==> src/rtl/xadc_ctrl_pkg.sv <==
`default_nettype none
// ============================================================================
//  Module   : xadc_ctrl_pkg
//  Purpose  : Shared types and constants for the XADC DRP read scheduler.
//             FSM state encoding, default channel DRP addresses, sample and
//             DRP address widths.
//  Revision : 1.0  initial release
// ============================================================================
package xadc_ctrl_pkg;

  localparam int unsigned SAMPLE_W   = 12;
  localparam int unsigned DRP_ADDR_W = 7;

  // VAUX6 and VAUX14 result registers.
  localparam logic [DRP_ADDR_W-1:0] DEF_CH_A_ADDR = 7'h16;
  localparam logic [DRP_ADDR_W-1:0] DEF_CH_B_ADDR = 7'h1E;

  typedef enum logic [1:0] {
    ST_IDLE = 2'd0,
    ST_REQ  = 2'd1,
    ST_WAIT = 2'd2,
    ST_CAPT = 2'd3
  } drp_state_e;

endpackage : xadc_ctrl_pkg
`default_nettype wire

==> src/rtl/xadc_drp_scheduler_oc_detector.sv <==
`default_nettype none
// ============================================================================
//  Module   : oc_detector
//  Purpose  : Debounced overcurrent flag with hysteresis for one channel.
//             Stepped once per new sample. While clear, TRIP_COUNT
//             consecutive samples >= OC_HI set the flag; while set,
//             TRIP_COUNT consecutive samples <= OC_LO clear it.
//  Ports    : clk, rst_n     clock, synchronous active-low reset
//             step_in        1 = sample_in is a new sample
//             sample_in      12-bit converted result
//             oc_out         registered overcurrent flag
//  Revision : 1.0  initial release
// ============================================================================
module oc_detector
  import xadc_ctrl_pkg::*;
#(
  parameter logic [SAMPLE_W-1:0] OC_HI      = 12'd3800,
  parameter logic [SAMPLE_W-1:0] OC_LO      = 12'd3500,
  parameter int unsigned         TRIP_COUNT = 4
) (
  input  logic                clk,
  input  logic                rst_n,
  input  logic                step_in,
  input  logic [SAMPLE_W-1:0] sample_in,
  output logic                oc_out
);

  localparam int unsigned CNT_W = $clog2(TRIP_COUNT + 1);

  logic [CNT_W-1:0] cnt_q, cnt_d;
  logic             flag_q, flag_d;
  logic             qualify;

  always_comb begin
    // Which threshold counts depends on the current flag: this is the hysteresis.
    qualify = flag_q ? (sample_in <= OC_LO) : (sample_in >= OC_HI);
    cnt_d   = cnt_q;
    flag_d  = flag_q;
    if (step_in) begin
      if (!qualify) begin
        cnt_d = '0;
      end else if (cnt_q == CNT_W'(TRIP_COUNT - 1)) begin
        // This sample is the TRIP_COUNT-th in a row.
        flag_d = ~flag_q;
        cnt_d  = '0;
      end else begin
        cnt_d = cnt_q + CNT_W'(1);
      end
    end
  end

  always_ff @(posedge clk) begin
    if (!rst_n) begin
      cnt_q  <= '0;
      flag_q <= 1'b0;
    end else begin
      cnt_q  <= cnt_d;
      flag_q <= flag_d;
    end
  end

  assign oc_out = flag_q;

endmodule : oc_detector
`default_nettype wire

==> src/rtl/xadc_drp_scheduler.sv <==
`default_nettype none
// ============================================================================
//  Module   : xadc_drp_scheduler
//  Purpose  : Issues one DRP read per XADC end-of-conversion for the two
//             motor current-sense channels, routes the 12-bit result to a
//             per-channel output, aborts reads whose drdy never arrives, and
//             derives debounced overcurrent flags.
//  Ports    : clk, rst_n              clock (= dclk), sync active-low reset
//             eoc_in, channel_in      XADC end-of-conversion and channel
//             drdy_in, do_in          DRP read handshake and data
//             den_out, daddr_out      DRP enable pulse and held address
//             dwe_out                 always 0 (read only)
//             sample_a/b, valid_a/b   per-channel result and update pulse
//             oc_a/b                  debounced overcurrent flags
//             err_timeout             pulse when a read is aborted
//  Revision : 1.0  initial release
// ============================================================================
module xadc_drp_scheduler
  import xadc_ctrl_pkg::*;
#(
  parameter logic [DRP_ADDR_W-1:0] CH_A_ADDR    = DEF_CH_A_ADDR,
  parameter logic [DRP_ADDR_W-1:0] CH_B_ADDR    = DEF_CH_B_ADDR,
  parameter int unsigned           DRDY_TIMEOUT = 64,
  parameter logic [SAMPLE_W-1:0]   OC_HI        = 12'd3800,
  parameter logic [SAMPLE_W-1:0]   OC_LO        = 12'd3500,
  parameter int unsigned           TRIP_COUNT   = 4
) (
  input  logic                  clk,
  input  logic                  rst_n,
  input  logic                  eoc_in,
  input  logic [4:0]            channel_in,
  input  logic                  drdy_in,
  input  logic [15:0]           do_in,
  output logic                  den_out,
  output logic [DRP_ADDR_W-1:0] daddr_out,
  output logic                  dwe_out,
  output logic [SAMPLE_W-1:0]   sample_a,
  output logic [SAMPLE_W-1:0]   sample_b,
  output logic                  valid_a,
  output logic                  valid_b,
  output logic                  oc_a,
  output logic                  oc_b,
  output logic                  err_timeout
);

  localparam int unsigned TMO_W = $clog2(DRDY_TIMEOUT);

  drp_state_e            state_q, state_d;
  logic [DRP_ADDR_W-1:0] addr_q, addr_d;
  logic                  pend_q, pend_d;
  logic [DRP_ADDR_W-1:0] pend_addr_q, pend_addr_d;
  logic [TMO_W-1:0]      tmo_cnt_q, tmo_cnt_d;
  logic                  den_q, den_d;
  logic                  err_q, err_d;
  logic                  valid_a_q, valid_a_d;
  logic                  valid_b_q, valid_b_d;
  logic [SAMPLE_W-1:0]   sample_a_q, sample_a_d;
  logic [SAMPLE_W-1:0]   sample_b_q, sample_b_d;

  logic [DRP_ADDR_W-1:0] eoc_addr;
  logic                  eoc_cfg;
  logic                  unused_do_lsbs;

  assign eoc_addr       = {2'b00, channel_in};
  assign eoc_cfg        = eoc_in && ((eoc_addr == CH_A_ADDR) || (eoc_addr == CH_B_ADDR));
  // The XADC result is left-justified; the low nibble carries no data.
  assign unused_do_lsbs = ^do_in[3:0];

  always_comb begin
    state_d     = state_q;
    addr_d      = addr_q;
    pend_d      = pend_q;
    pend_addr_d = pend_addr_q;
    tmo_cnt_d   = tmo_cnt_q;
    sample_a_d  = sample_a_q;
    sample_b_d  = sample_b_q;
    den_d       = 1'b0;
    err_d       = 1'b0;
    valid_a_d   = 1'b0;
    valid_b_d   = 1'b0;

    unique case (state_q)
      ST_IDLE: begin
        if (pend_q) begin
          addr_d    = pend_addr_q;
          pend_d    = 1'b0;
          state_d   = ST_REQ;
          den_d     = 1'b1;
          tmo_cnt_d = '0;
        end else if (eoc_cfg) begin
          addr_d    = eoc_addr;
          state_d   = ST_REQ;
          den_d     = 1'b1;
          tmo_cnt_d = '0;
        end
      end
      ST_REQ: begin
        // The timeout count runs from the den cycle so the abort lands
        // exactly DRDY_TIMEOUT cycles after den_out.
        state_d   = ST_WAIT;
        tmo_cnt_d = tmo_cnt_q + TMO_W'(1);
      end
      ST_WAIT: begin
        if (drdy_in) begin
          // Outputs are written on this edge so they appear one cycle after
          // drdy; CAPT is the turnaround cycle back to IDLE.
          state_d = ST_CAPT;
          if (addr_q == CH_A_ADDR) begin
            sample_a_d = do_in[15:4];
            valid_a_d  = 1'b1;
          end else begin
            sample_b_d = do_in[15:4];
            valid_b_d  = 1'b1;
          end
        end else if (tmo_cnt_q == TMO_W'(DRDY_TIMEOUT - 1)) begin
          err_d   = 1'b1;
          state_d = ST_IDLE;
        end else begin
          tmo_cnt_d = tmo_cnt_q + TMO_W'(1);
        end
      end
      ST_CAPT: begin
        state_d = ST_IDLE;
      end
      default: begin
        state_d = ST_IDLE;
      end
    endcase

    // A configured eoc that cannot start a read now is parked; the newest
    // one wins. This includes IDLE while a pending read is being launched.
    if (eoc_cfg && ((state_q != ST_IDLE) || pend_q)) begin
      pend_d      = 1'b1;
      pend_addr_d = eoc_addr;
    end
  end

  always_ff @(posedge clk) begin
    if (!rst_n) begin
      state_q     <= ST_IDLE;
      addr_q      <= CH_A_ADDR;
      pend_q      <= 1'b0;
      pend_addr_q <= CH_A_ADDR;
      tmo_cnt_q   <= '0;
      den_q       <= 1'b0;
      err_q       <= 1'b0;
      valid_a_q   <= 1'b0;
      valid_b_q   <= 1'b0;
      sample_a_q  <= '0;
      sample_b_q  <= '0;
    end else begin
      state_q     <= state_d;
      addr_q      <= addr_d;
      pend_q      <= pend_d;
      pend_addr_q <= pend_addr_d;
      tmo_cnt_q   <= tmo_cnt_d;
      den_q       <= den_d;
      err_q       <= err_d;
      valid_a_q   <= valid_a_d;
      valid_b_q   <= valid_b_d;
      sample_a_q  <= sample_a_d;
      sample_b_q  <= sample_b_d;
    end
  end

  // Detectors step on the same edge that loads the sample, so oc_* moves
  // together with the valid_* pulse.
  oc_detector #(
    .OC_HI      (OC_HI),
    .OC_LO      (OC_LO),
    .TRIP_COUNT (TRIP_COUNT)
  ) u_oc_a (
    .clk       (clk),
    .rst_n     (rst_n),
    .step_in   (valid_a_d),
    .sample_in (do_in[15:4]),
    .oc_out    (oc_a)
  );

  oc_detector #(
    .OC_HI      (OC_HI),
    .OC_LO      (OC_LO),
    .TRIP_COUNT (TRIP_COUNT)
  ) u_oc_b (
    .clk       (clk),
    .rst_n     (rst_n),
    .step_in   (valid_b_d),
    .sample_in (do_in[15:4]),
    .oc_out    (oc_b)
  );

  assign den_out     = den_q;
  assign daddr_out   = addr_q;
  assign dwe_out     = 1'b0;
  assign sample_a    = sample_a_q;
  assign sample_b    = sample_b_q;
  assign valid_a     = valid_a_q;
  assign valid_b     = valid_b_q;
  assign err_timeout = err_q;

endmodule : xadc_drp_scheduler
`default_nettype wire

==> config.mk <==
export PLATFORM = sky130hd
export DESIGN_NAME = xadc_drp_scheduler
export DESIGN_NICKNAME = d
export VERILOG_FILES = /design/src/rtl/xadc_ctrl_pkg.sv /design/src/rtl/xadc_drp_scheduler_oc_detector.sv /design/src/rtl/xadc_drp_scheduler.sv
export SDC_FILE = /design/constraint.sdc
export NUM_CORES = 1
export LEC_CHECK = 0
export CAP_MARGIN = 20
export CORE_MARGIN = 5
export CORE_UTILIZATION = 25
export CTS_CLUSTER_SIZE = 8
export DETAILED_ROUTE_END_ITERATION = 10
export PLACE_DENSITY = 0.57
export SLEW_MARGIN = 20
export SYNTH_ARGS = -nofsm -noshare
export SYNTH_HDL_FRONTEND = slang
export SYNTH_SLANG_ARGS = --single-unit
==> constraint.sdc <==
create_clock -name clk -period 2.4 [get_ports clk]
set_input_delay 0.72 -clock clk [delete_from_list [all_inputs] [get_ports clk]]
set_output_delay 0.72 -clock clk [all_outputs]
set_load 0.05 [all_outputs]
; After elaboration in Yosys (flattened, before gate mapping)
; Index checks and enable logic that the tools add are counted.
[totals]
reg_bits = 57
inputBits = 25
output_inout_bits = 38
elab_cells = 85
[classes]
n_addsub = 3
order_cmp = 2
eq_ne = 13
muxes = 29
bitwise_logic = 5
reduce_logical = 18
[op_table]
columns = operator, n
row1 = $mux 6, 4
row2 = $pmux 6 s3, 1
row3 = $mux 7, 2
row4 = $mux 1, 13
row5 = $ge 12x12->1 const B, 1
row6 = $le 12x12->1 const B, 1
row7 = $mux 3, 4
row8 = $reduce_and 3->1, 4
row9 = $eq 5x5->1 const B, 2
row10 = $mux 2, 4
row11 = $pmux 2 s4, 1
row12 = $eq 7x5->1 const B, 1
row13 = $add 3x1->3 const B, 2
row14 = $add 6x1->6 const B, 1
row15 = $eq 3x2->1 const B, 2
row16 = $eq 6x6->1 const B, 1
row17 = $ne 3x3->1 const B, 2
row18 = $reduce_and 2->1, 3
row19 = $reduce_bool 2->1, 3
row20 = $not 1->1, 5
row21 = $eq 2x2->1 const B, 2
row22 = $ne 2x2->1 const B, 2
row23 = $reduce_and 4->1, 1
row24 = $reduce_bool 3->1, 1
row25 = 5 further kinds, 7

; Depth between registers and ports, before layout
; Gate-level depths: netlist of the first run.
[depth]
ltp_word = 6
mapped_depth = 9
ltp_nobuf = 6

; Modules after synthesis
; A second synthesis of the first run with hierarchy kept.
[unflattened]
hier_cells = 270
area_unflattened_um2 = 2501.1
[modules_own_cells]
columns = module, n_inst, cells_each, area_per_inst_um2, seq_area_each_um2
row1 = xadc_drp_scheduler, 1, 200, 1943.1, 940.9
row2 = oc_detector, 2, 35, 279.0, 80.1

; Least setup slack after synthesis of the first run
; Ideal clock, no wire load.
[synth_timing]
path_kind = input port to flip-flop
startpoint = input port channel_in[0]
endpoint = register tmo_cnt_q[5]
setup_time_ps = 92
t_arrival_ps = 1916
required_ps = 2308
slack_ps = 391
path_stages = 4
path_buffers = 0
cell_sequence = nand3b_4 o21a_1 or4b_4 o32ai_1
[synth_between]
elab_chain_len = 5
word_cells_on_any_way = 6
cone_classes = 3 x eq/ne / 3 x reduce/logical
[synth_lines]
columns = item, line_no
row1 = "start, declared", xadc_drp_scheduler.sv:31  ; input logic [4:0] channel_in,
row2 = $eq 5x5->1, xadc_drp_scheduler.sv:65  ; assign eoc_cfg = eoc_in && ((eoc_addr == CH_A_ADDR) || (eoc_addr == CH_B_ADDR));
row3 = $logic_or 1x1->1 *, xadc_drp_scheduler.sv:65
row4 = $logic_and 1x1->1 *, xadc_drp_scheduler.sv:65
row5 = $ne 3x3->1 (no line) *, -
row6 = $reduce_and 4->1 (no line) *, -
row7 = "end signal, assigned", xadc_drp_scheduler.sv:156  ; tmo_cnt_q <= tmo_cnt_d;
row8 = "end, declared", xadc_drp_scheduler.sv:52  ; logic [TMO_W-1:0] tmo_cnt_q, tmo_cnt_d;
; Every way passes the cells marked *; elsewhere a longest branch is shown, timed or not.
; A chain may end at the register's enable or synchronous reset.

; Final worst setup path of the first run
[layout_timing]
startpoint = register addr_q[3], in the netlist daddr_out[3]
endpoint = output port daddr_out[3]
[layout_rtl]
columns = item, line_no
row1 = "start, declared", xadc_drp_scheduler.sv:49  ; logic [DRP_ADDR_W-1:0] addr_q, addr_d;
row2 = "start signal, assigned", xadc_drp_scheduler.sv:153  ; addr_q <= addr_d;
row3 = "end, declared", xadc_drp_scheduler.sv:35  ; output logic [DRP_ADDR_W-1:0] daddr_out,
; No word-level cell between the ends.

==> impl_metrics.prom, run 1 <==
# TYPE chip_impl_metric gauge
chip_impl_metric{name="grt_pass1_vias",unit=""} 2238
chip_impl_metric{name="grt_pass1_wl",unit="um"} 11000
chip_impl_metric{name="clock_sinks",unit=""} 55
chip_impl_metric{name="core",unit="um^2"} 9680
chip_impl_metric{name="syn-mean-instance-area",unit="um^2"} 8.49
chip_impl_metric{name="sequential_area_share_after_synthesis",unit="%"} 44.9
chip_impl_metric{name="max_slew_margin",unit="%"} 63.7
chip_impl_metric{name="vdd_ir_drop_max",unit="mV"} 0.260
chip_impl_metric{name="register_to_register_setup_slack",unit="ps"} 470
chip_impl_metric{name="die_h",unit="um"} 109
chip_impl_metric{name="postCtsSetupBuffers",unit=""} 0
chip_impl_info{name="post_synth_main_area_contributors",value="dfxtp_1, nand2_1, a21oi_1"} 1
chip_impl_metric{name="layout.core_utilization",unit="%"} 34.9
chip_impl_metric{name="post_drt_wl_per_cell",unit="um"} 13.5
chip_impl_info{name="synthFlopType",value="dfxtp_1"} 1
chip_impl_metric{name="maxSlewViolCount",unit=""} 0
chip_impl_metric{name="power_density",unit="nW/um^2"} 584
chip_impl_metric{name="crit_buf_inv",unit=""} 1
chip_impl_metric{name="clk_transition_reported_paths",unit="ps"} 100
chip_impl_metric{name="worst_hold_slack",unit="ps"} 441
chip_impl_metric{name="timing.max_cap.violations",unit=""} 0
chip_impl_metric{name="finalClockSkew",unit="ps"} 15.2
chip_impl_metric{name="timing_hold_violations_final",unit=""} 0
chip_impl_metric{name="cts-buffers-inserted",unit=""} 5
chip_impl_info{name="rsz0062_at_grt",value="no"} 1
chip_impl_info{name="final_cell_mix",value="nand2_1, dfxtp_1, clkdlybuf4s50_1"} 1
chip_impl_metric{name="maximum_level_of_the_cts_h_tree",unit=""} 2
chip_impl_metric{name="antenna_violations_before_repair",unit=""} 0
chip_impl_metric{name="post_detail_place_hpwl",unit="um"} 4930
chip_impl_metric{name="critical-path-max-stage-delay",unit="ps"} 840
chip_impl_metric{name="initial_core_utilization",unit="%"} 25.3
chip_impl_info{name="mostFrequentLayoutCell",value="nand2_1"} 1
chip_impl_metric{name="post-route-drc-count",unit=""} 0
chip_impl_metric{name="p_leak",unit="uW"} 0.00117
chip_impl_metric{name="die_area",unit="um^2"} 11900
chip_impl_metric{name="layout.filler_cells",unit=""} 1013
chip_impl_info{name="setup.worst_path.start_class",value="flop"} 1
chip_impl_metric{name="drtAntennaViolNets",unit=""} 0
chip_impl_metric{name="worstRegToRegCells",unit=""} 5
chip_impl_metric{name="grt_max_degree",unit=""} 23
chip_impl_metric{name="design.portCount",unit=""} 63
chip_impl_metric{name="required",unit="ps"} 1680
chip_impl_metric{name="vias_per_cell",unit=""} 4.65
chip_impl_metric{name="first_iter_violations",unit=""} 84
chip_impl_metric{name="path_max_fanout",unit=""} 6
chip_impl_info{name="critical_path.reg2reg.endpoint",value="tmo_cnt_q[5]"} 1
chip_impl_metric{name="synth_cells",unit=""} 289
chip_impl_info{name="startpoint",value="daddr_out[3]"} 1
chip_impl_metric{name="gpl.final_weighted_congestion",unit=""} 0.778
chip_impl_metric{name="worst_skew_pair.late_latency",unit="ps"} 320
chip_impl_info{name="critical_path.endpoint",value="daddr_out[3]"} 1
chip_impl_metric{name="core.rowCount",unit=""} 36
chip_impl_metric{name="globalRouteOverflowTotal",unit=""} 0
chip_impl_metric{name="async_reset_ff_share",unit="%"} 0
chip_impl_metric{name="synth-edff-count",unit=""} 0
chip_impl_info{name="reg2reg_from",value="tmo_cnt_q[0]"} 1
chip_impl_metric{name="max_clock_freq",unit="GHz"} 0.430
chip_impl_info{name="crit_family",value="buffers and inverters"} 1
chip_impl_metric{name="antennaDiodeCount",unit=""} 0
chip_impl_info{name="crit_path_cell_trace",value="clkdlybuf4s50_1"} 1
chip_impl_metric{name="buffer_ports.inserted",unit=""} 55
chip_impl_metric{name="cts.hold.buffers_added",unit=""} 0
chip_impl_metric{name="synthesis.yosys.warnings",unit=""} 0
chip_impl_metric{name="syn-cell-area",unit="um^2"} 2450
chip_impl_info{name="end_kind",value="output port"} 1
chip_impl_info{name="synth_top_area_cell",value="dfxtp_1"} 1
chip_impl_metric{name="final_net_count",unit=""} 390
chip_impl_metric{name="drive_above_1_share",unit="%"} 11.7
chip_impl_metric{name="syn2layout_area_growth",unit="%"} 37.6
chip_impl_info{name="min_path_type",value="flop to flop"} 1
chip_impl_metric{name="postRouteWirelength",unit="um"} 6650
chip_impl_metric{name="ctsLongestPathBuffers",unit=""} 2
chip_impl_metric{name="grt_util_all_layers",unit="%"} 11.4
chip_impl_info{name="timing_worst_setup_path_type",value="flop to output port"} 1
chip_impl_metric{name="drtPass1Iterations",unit=""} 4
chip_impl_metric{name="synth.ff_latch_count",unit=""} 55
chip_impl_info{name="cts_tree",value="built"} 1
chip_impl_info{name="status",value="finished, final reports clean"} 1
chip_impl_metric{name="worst_ep_arrival_time",unit="ps"} 1600
chip_impl_metric{name="yosys.cell_types.count",unit=""} 56
chip_impl_metric{name="max_slew.worst_pin.slew",unit="ps"} 543
chip_impl_info{name="cts_root_buffer",value="clkbuf_8"} 1
chip_impl_metric{name="fp.dieW",unit="um"} 109
chip_impl_metric{name="vias",unit=""} 2291
chip_impl_metric{name="hold_path_depth",unit=""} 2
chip_impl_metric{name="cp.depth",unit=""} 1
chip_impl_metric{name="ratio_of_final_minimum_period_to_clock_period",unit="%"} 96.9
chip_impl_metric{name="timing.final.crit_period",unit="ps"} 2320
chip_impl_metric{name="cts.repair.resized",unit=""} 0
chip_impl_metric{name="setup-violations-final",unit=""} 0
chip_impl_info{name="crit_path_top_delay_cell",value="clkdlybuf4s50_1"} 1
chip_impl_metric{name="yosysTopAreaCellShare",unit="%"} 44.9
[per-stage QoR]
step	setup WS [ps]	std cells	total power, uW	setup TNS (ps)	instance area, um^2
finish	75.3	493	1970	0	3380
detailed placement	-20.5	485	1430	-50.2	3280
global route	1.60	493	2090	0	3380
CTS	46.5	493	2000	0	3380
global placement	-4.18	485	1430	-4.18	3280
floorplan	391	291	1250	0	2460
[synth_stat cells (all sizes together), types with 2 or more instances]
master,instances
nand3,4
nand3b,2
nand2b,3
and3,3
nor2b,3
nand4,3
dfxtp,55
mux2i,5
inv,6
a21o,3
o21a,3
a31o,2
o21ai,7
a311oi,2
o211a,2
a2111oi,4
or3,7
buf,5
nor4,2
clkbuf,11
a21oi,38
nand2,62
o31ai,3
a211oi,4
a21boi,2
o211ai,2
nor3,6
o22ai,3
nor2,11
ha,6
[flip-flops by register name, summed over array words and instances (netlist names)]
register / flops
valid_a: 1
sample_a: 12
state_q: 2
u_oc_b.cnt_q: 3
u_oc_b.oc_out: 1
pend_q: 1
sample_b: 12
tmo_cnt_q: 6
u_oc_a.cnt_q: 3
pend_addr_q: 5
den_out: 1
u_oc_a.oc_out: 1
daddr_out: 5
err_timeout: 1
valid_b: 1
[area by class of cell]
type / count / area, um^2 / area share [%]
multi-input cells: 213 / 1260 / 37.3
flip-flops and latches: 55 / 1100 / 32.6
repair buffers: 77 / 726 / 21.5
well taps: 133 / 166 / 4.93
clock buffers: 5 / 68.8 / 2.04
clock inverters: 3 / 28.8 / 0.852
inverters: 7 / 26.3 / 0.778
[layer usage]
layer,up-vias,share of wire (%),global-route usage (%)
li1,1169,-,-
met1,1071,47,15.5
met2,46,48,18.8
met3,5,3.6,1.84
met4,0,0.89,2.98
met5,-,0,0
[worst min path at each step]
stage / slack (ps) / endpoint / startpoint
3_5_place_dp: 430 / pend_addr_q[0] / pend_addr_q[0]
2_1_floorplan: 400 / pend_addr_q[0] / pend_addr_q[0]
4_1_cts: 450 / pend_addr_q[0] / pend_addr_q[0]
6_report: 440 / pend_addr_q[0] / pend_addr_q[0]
5_1_grt: 460 / pend_addr_q[0] / pend_addr_q[0]
3_3_place_gp: 420 / pend_addr_q[0] / pend_addr_q[0]
[kinds of logic (layout without fill, tap and decap cells)]
family	count (synthesis)	after routing	share of synthesized area [%]
and+or+nand+nor	117	117	24.0
AOI/OAI and AO/OA	82	82	21.8
DFF	55	55	44.9
buffers and inverters	23	92	4.08
adders and majority gates	6	6	3.06
muxes	5	5	2.04
other	1	3	0.153
[power by group]
| part | internal [uW] | switching, uW |
|---|---|---|
| logic | 191 | 269 |
| registers | 933 | 17.1 |
| clock network | 221 | 342 |
| total | 1350 | 627 |
Note: power is estimated with default switching activity, not from simulation.
==> run 2, diff against run 1 <==
Clock period 2.4 ns to 2.2 ns, I/O delays scaled along.
==> impl_metrics.prom, run 2 (same netlist as run 1, synthesis figures left out) <==
# TYPE chip_impl_metric gauge
chip_impl_metric{name="postRouteWirelength",unit="um"} 6660
chip_impl_metric{name="vias_per_cell",unit=""} 4.68
chip_impl_metric{name="clk_transition_reported_paths",unit="ps"} 110
chip_impl_info{name="status",value="finished, final reports clean"} 1
chip_impl_metric{name="finalClockSkew",unit="ps"} 21.1
chip_impl_info{name="worst_min_delay_path_startpoint",value="pend_addr_q[0]"} 1
chip_impl_metric{name="worst_ep_arrival_time",unit="ps"} 1480
chip_impl_metric{name="ratio_of_final_minimum_period_to_clock_period",unit="%"} 97.4
chip_impl_metric{name="grt_pass1_wl",unit="um"} 10700
chip_impl_metric{name="power.clock.fraction",unit="%"} 28.4
chip_impl_metric{name="vias",unit=""} 2353
chip_impl_metric{name="required",unit="ps"} 1540
chip_impl_metric{name="stdcell_count",unit=""} 503
chip_impl_metric{name="design.portCount",unit=""} 63
chip_impl_info{name="reg2reg_from",value="tmo_cnt_q[0]"} 1
chip_impl_metric{name="worst_hold_slack",unit="ps"} 437
chip_impl_metric{name="core",unit="um^2"} 9680
chip_impl_metric{name="drtAntennaViolNets",unit=""} 0
chip_impl_metric{name="critical-path-max-stage-delay",unit="ps"} 810
chip_impl_metric{name="max_clock_freq",unit="GHz"} 0.467
chip_impl_info{name="rsz0062_at_grt",value="no"} 1
chip_impl_metric{name="final_net_count",unit=""} 400
chip_impl_metric{name="globalRouteOverflowTotal",unit=""} 0
chip_impl_metric{name="timing_hold_violations_final",unit=""} 0
chip_impl_metric{name="maxSlewViolCount",unit=""} 0
chip_impl_metric{name="drtPass1Iterations",unit=""} 6
chip_impl_metric{name="switching_share",unit="%"} 32.0
chip_impl_metric{name="ctsLongestPathBuffers",unit=""} 2
chip_impl_info{name="crit_family",value="buffers and inverters"} 1
chip_impl_metric{name="setup-violations-final",unit=""} 0
chip_impl_metric{name="vdd_ir_drop_max",unit="mV"} 0.276
chip_impl_metric{name="worst_skew_pair.late_latency",unit="ps"} 320
chip_impl_metric{name="grt_pass1_vias",unit=""} 2218
chip_impl_metric{name="buffer_ports.inserted",unit=""} 55
chip_impl_info{name="end_kind",value="output port"} 1
chip_impl_metric{name="drive_above_1_share",unit="%"} 15.9
chip_impl_metric{name="power_density",unit="nW/um^2"} 627
chip_impl_metric{name="power.net_switching",unit="uW"} 696
chip_impl_metric{name="power_frac_comb",unit="%"} 23.9
chip_impl_metric{name="antenna_violations_before_repair",unit=""} 0
chip_impl_metric{name="maximum_level_of_the_cts_h_tree",unit=""} 2
chip_impl_metric{name="antennaDiodeCount",unit=""} 0
chip_impl_metric{name="timing.final.crit_period",unit="ps"} 2140
chip_impl_metric{name="seqPwrFrac",unit="%"} 47.7
chip_impl_info{name="setup.worst_path.start_class",value="flop"} 1
chip_impl_metric{name="clock_sinks",unit=""} 55
chip_impl_metric{name="core.rowCount",unit=""} 36
chip_impl_metric{name="crit_buf_inv",unit=""} 1
chip_impl_metric{name="post_detail_place_hpwl",unit="um"} 5020
chip_impl_info{name="min_path_type",value="flop to flop"} 1
chip_impl_info{name="timing_worst_setup_path_type",value="flop to output port"} 1
chip_impl_metric{name="path_max_fanout",unit=""} 2
chip_impl_metric{name="p_leak",unit="uW"} 0.00143
chip_impl_metric{name="max_slew.worst_pin.slew",unit="ps"} 518
chip_impl_metric{name="postCtsSetupBuffers",unit=""} 0
chip_impl_metric{name="post-route-drc-count",unit=""} 0
chip_impl_metric{name="grt_max_degree",unit=""} 21
chip_impl_metric{name="placed_cells",unit=""} 495
chip_impl_info{name="cts_tree",value="built"} 1
chip_impl_metric{name="cts-buffers-inserted",unit=""} 5
chip_impl_metric{name="grt_util_all_layers",unit="%"} 11.3
chip_impl_metric{name="cell_internal_pwr",unit="uW"} 1480
chip_impl_info{name="cts_root_buffer",value="clkbuf_8"} 1
chip_impl_metric{name="syn2layout_area_growth",unit="%"} 41.1
chip_impl_metric{name="register_to_register_setup_slack",unit="ps"} 260
chip_impl_metric{name="initial_core_utilization",unit="%"} 25.3
chip_impl_metric{name="first_iter_violations",unit=""} 128
chip_impl_metric{name="layout.filler_cells",unit=""} 983
chip_impl_metric{name="die_area",unit="um^2"} 11900
chip_impl_info{name="startpoint",value="sample_a[7]"} 1
chip_impl_info{name="mostFrequentLayoutCell",value="nand2_1"} 1
chip_impl_metric{name="fp.dieW",unit="um"} 109
chip_impl_info{name="crit_path_cell_trace",value="clkdlybuf4s50_1"} 1
chip_impl_metric{name="max_slew_margin",unit="%"} 65.4
chip_impl_metric{name="timing.max_cap.violations",unit=""} 0
chip_impl_metric{name="die_h",unit="um"} 109
chip_impl_info{name="final_cell_mix",value="nand2_1, dfxtp_1, buf_4"} 1
chip_impl_metric{name="gpl.final_weighted_congestion",unit=""} 0.762
chip_impl_info{name="crit_path_top_delay_cell",value="clkdlybuf4s50_1"} 1
chip_impl_metric{name="post_drt_wl_per_cell",unit="um"} 13.2
==> run 2: per-stage QoR <==
| stage | setup TNS (ps) | utilization [%] | power (uW) | setup WS, ps | cell area (um^2) |
|---|---|---|---|---|---|
| 3_5_place_dp | -1880 | 34.5 | 1570 | -176 | 3340 |
| 4_1_cts | 0 | 35.5 | 2200 | 15.2 | 3440 |
| 3_3_place_gp | -1820 | 34.5 | 1570 | -154 | 3340 |
| 2_1_floorplan | 0 | - | 1370 | 251 | 2460 |
| 6_report | 0 | 35.8 | 2170 | 57.3 | 3460 |
| 5_1_grt | 0 | 35.8 | 2300 | 2.22 | 3460 |
==> run 2: power by group through the flow <==
stage | Combinational (uW) | Clock (uW) | Sequential, uW
after floorplan | 285 | 0 | 1080
after global placement | 508 | 0 | 1060
after detailed placement | 513 | 0 | 1060
after CTS | 517 | 646 | 1040
after global routing | 570 | 687 | 1040
final | 519 | 617 | 1040
==> run 2: worst paths after layout <==
kind                                  endpoint  cells past startpoint
worst max-delay path               sample_a[7]                      1
worst min-delay path            pend_addr_q[0]                      2
worst max register to register    tmo_cnt_q[5]                      5
worst min register to register  pend_addr_q[0]                      2
==> run 2: per-layer routing <==
layer / wire length, um / global-route usage [%] / share of wire (%) / vias up
met2: 3310 / 18.2 / 50 / 40
met3: 195 / 2.07 / 2.9 / 4
li1: - / - / - / 1192
met1: 3110 / 15.2 / 47 / 1117
met5: 0 / 0 / 0 / -
met4: 45 / 3.52 / 0.68 / 0
==> run 2: final cells by class <==
class,count,area (um^2),area share (%)
inverter,7,26.3,0.759
clock buffer,5,68.8,1.99
clock inverter,3,28.8,0.831
tap,133,166,4.80
multi-input combinational,213,1260,36.4
timing repair buffer,87,811,23.4
sequential,55,1100,31.8
==> run 2: worst reg2reg max path, delay by kind of cell, from the launching register on <==
family,cells,cell delay [ps]
AND/OR/NAND/NOR,2,730
AO/OA/AOI/OAI,2,540
flip-flops,1,360
adder cells (fa/ha/maj),1,240
==> run 2: timing repair <==
item                       4_1_cts  5_1_grt
gates resized for setup          0       11
setup endpoints to repair        0       11
hold buffers                     0        0
==> run 3, diff against run 2 <==
Settings changed: HOLD_SLACK_MARGIN set to 0.12.
==> results of run 3 <==
The final DEF is identical to that of run 2; final timing and power are the same.
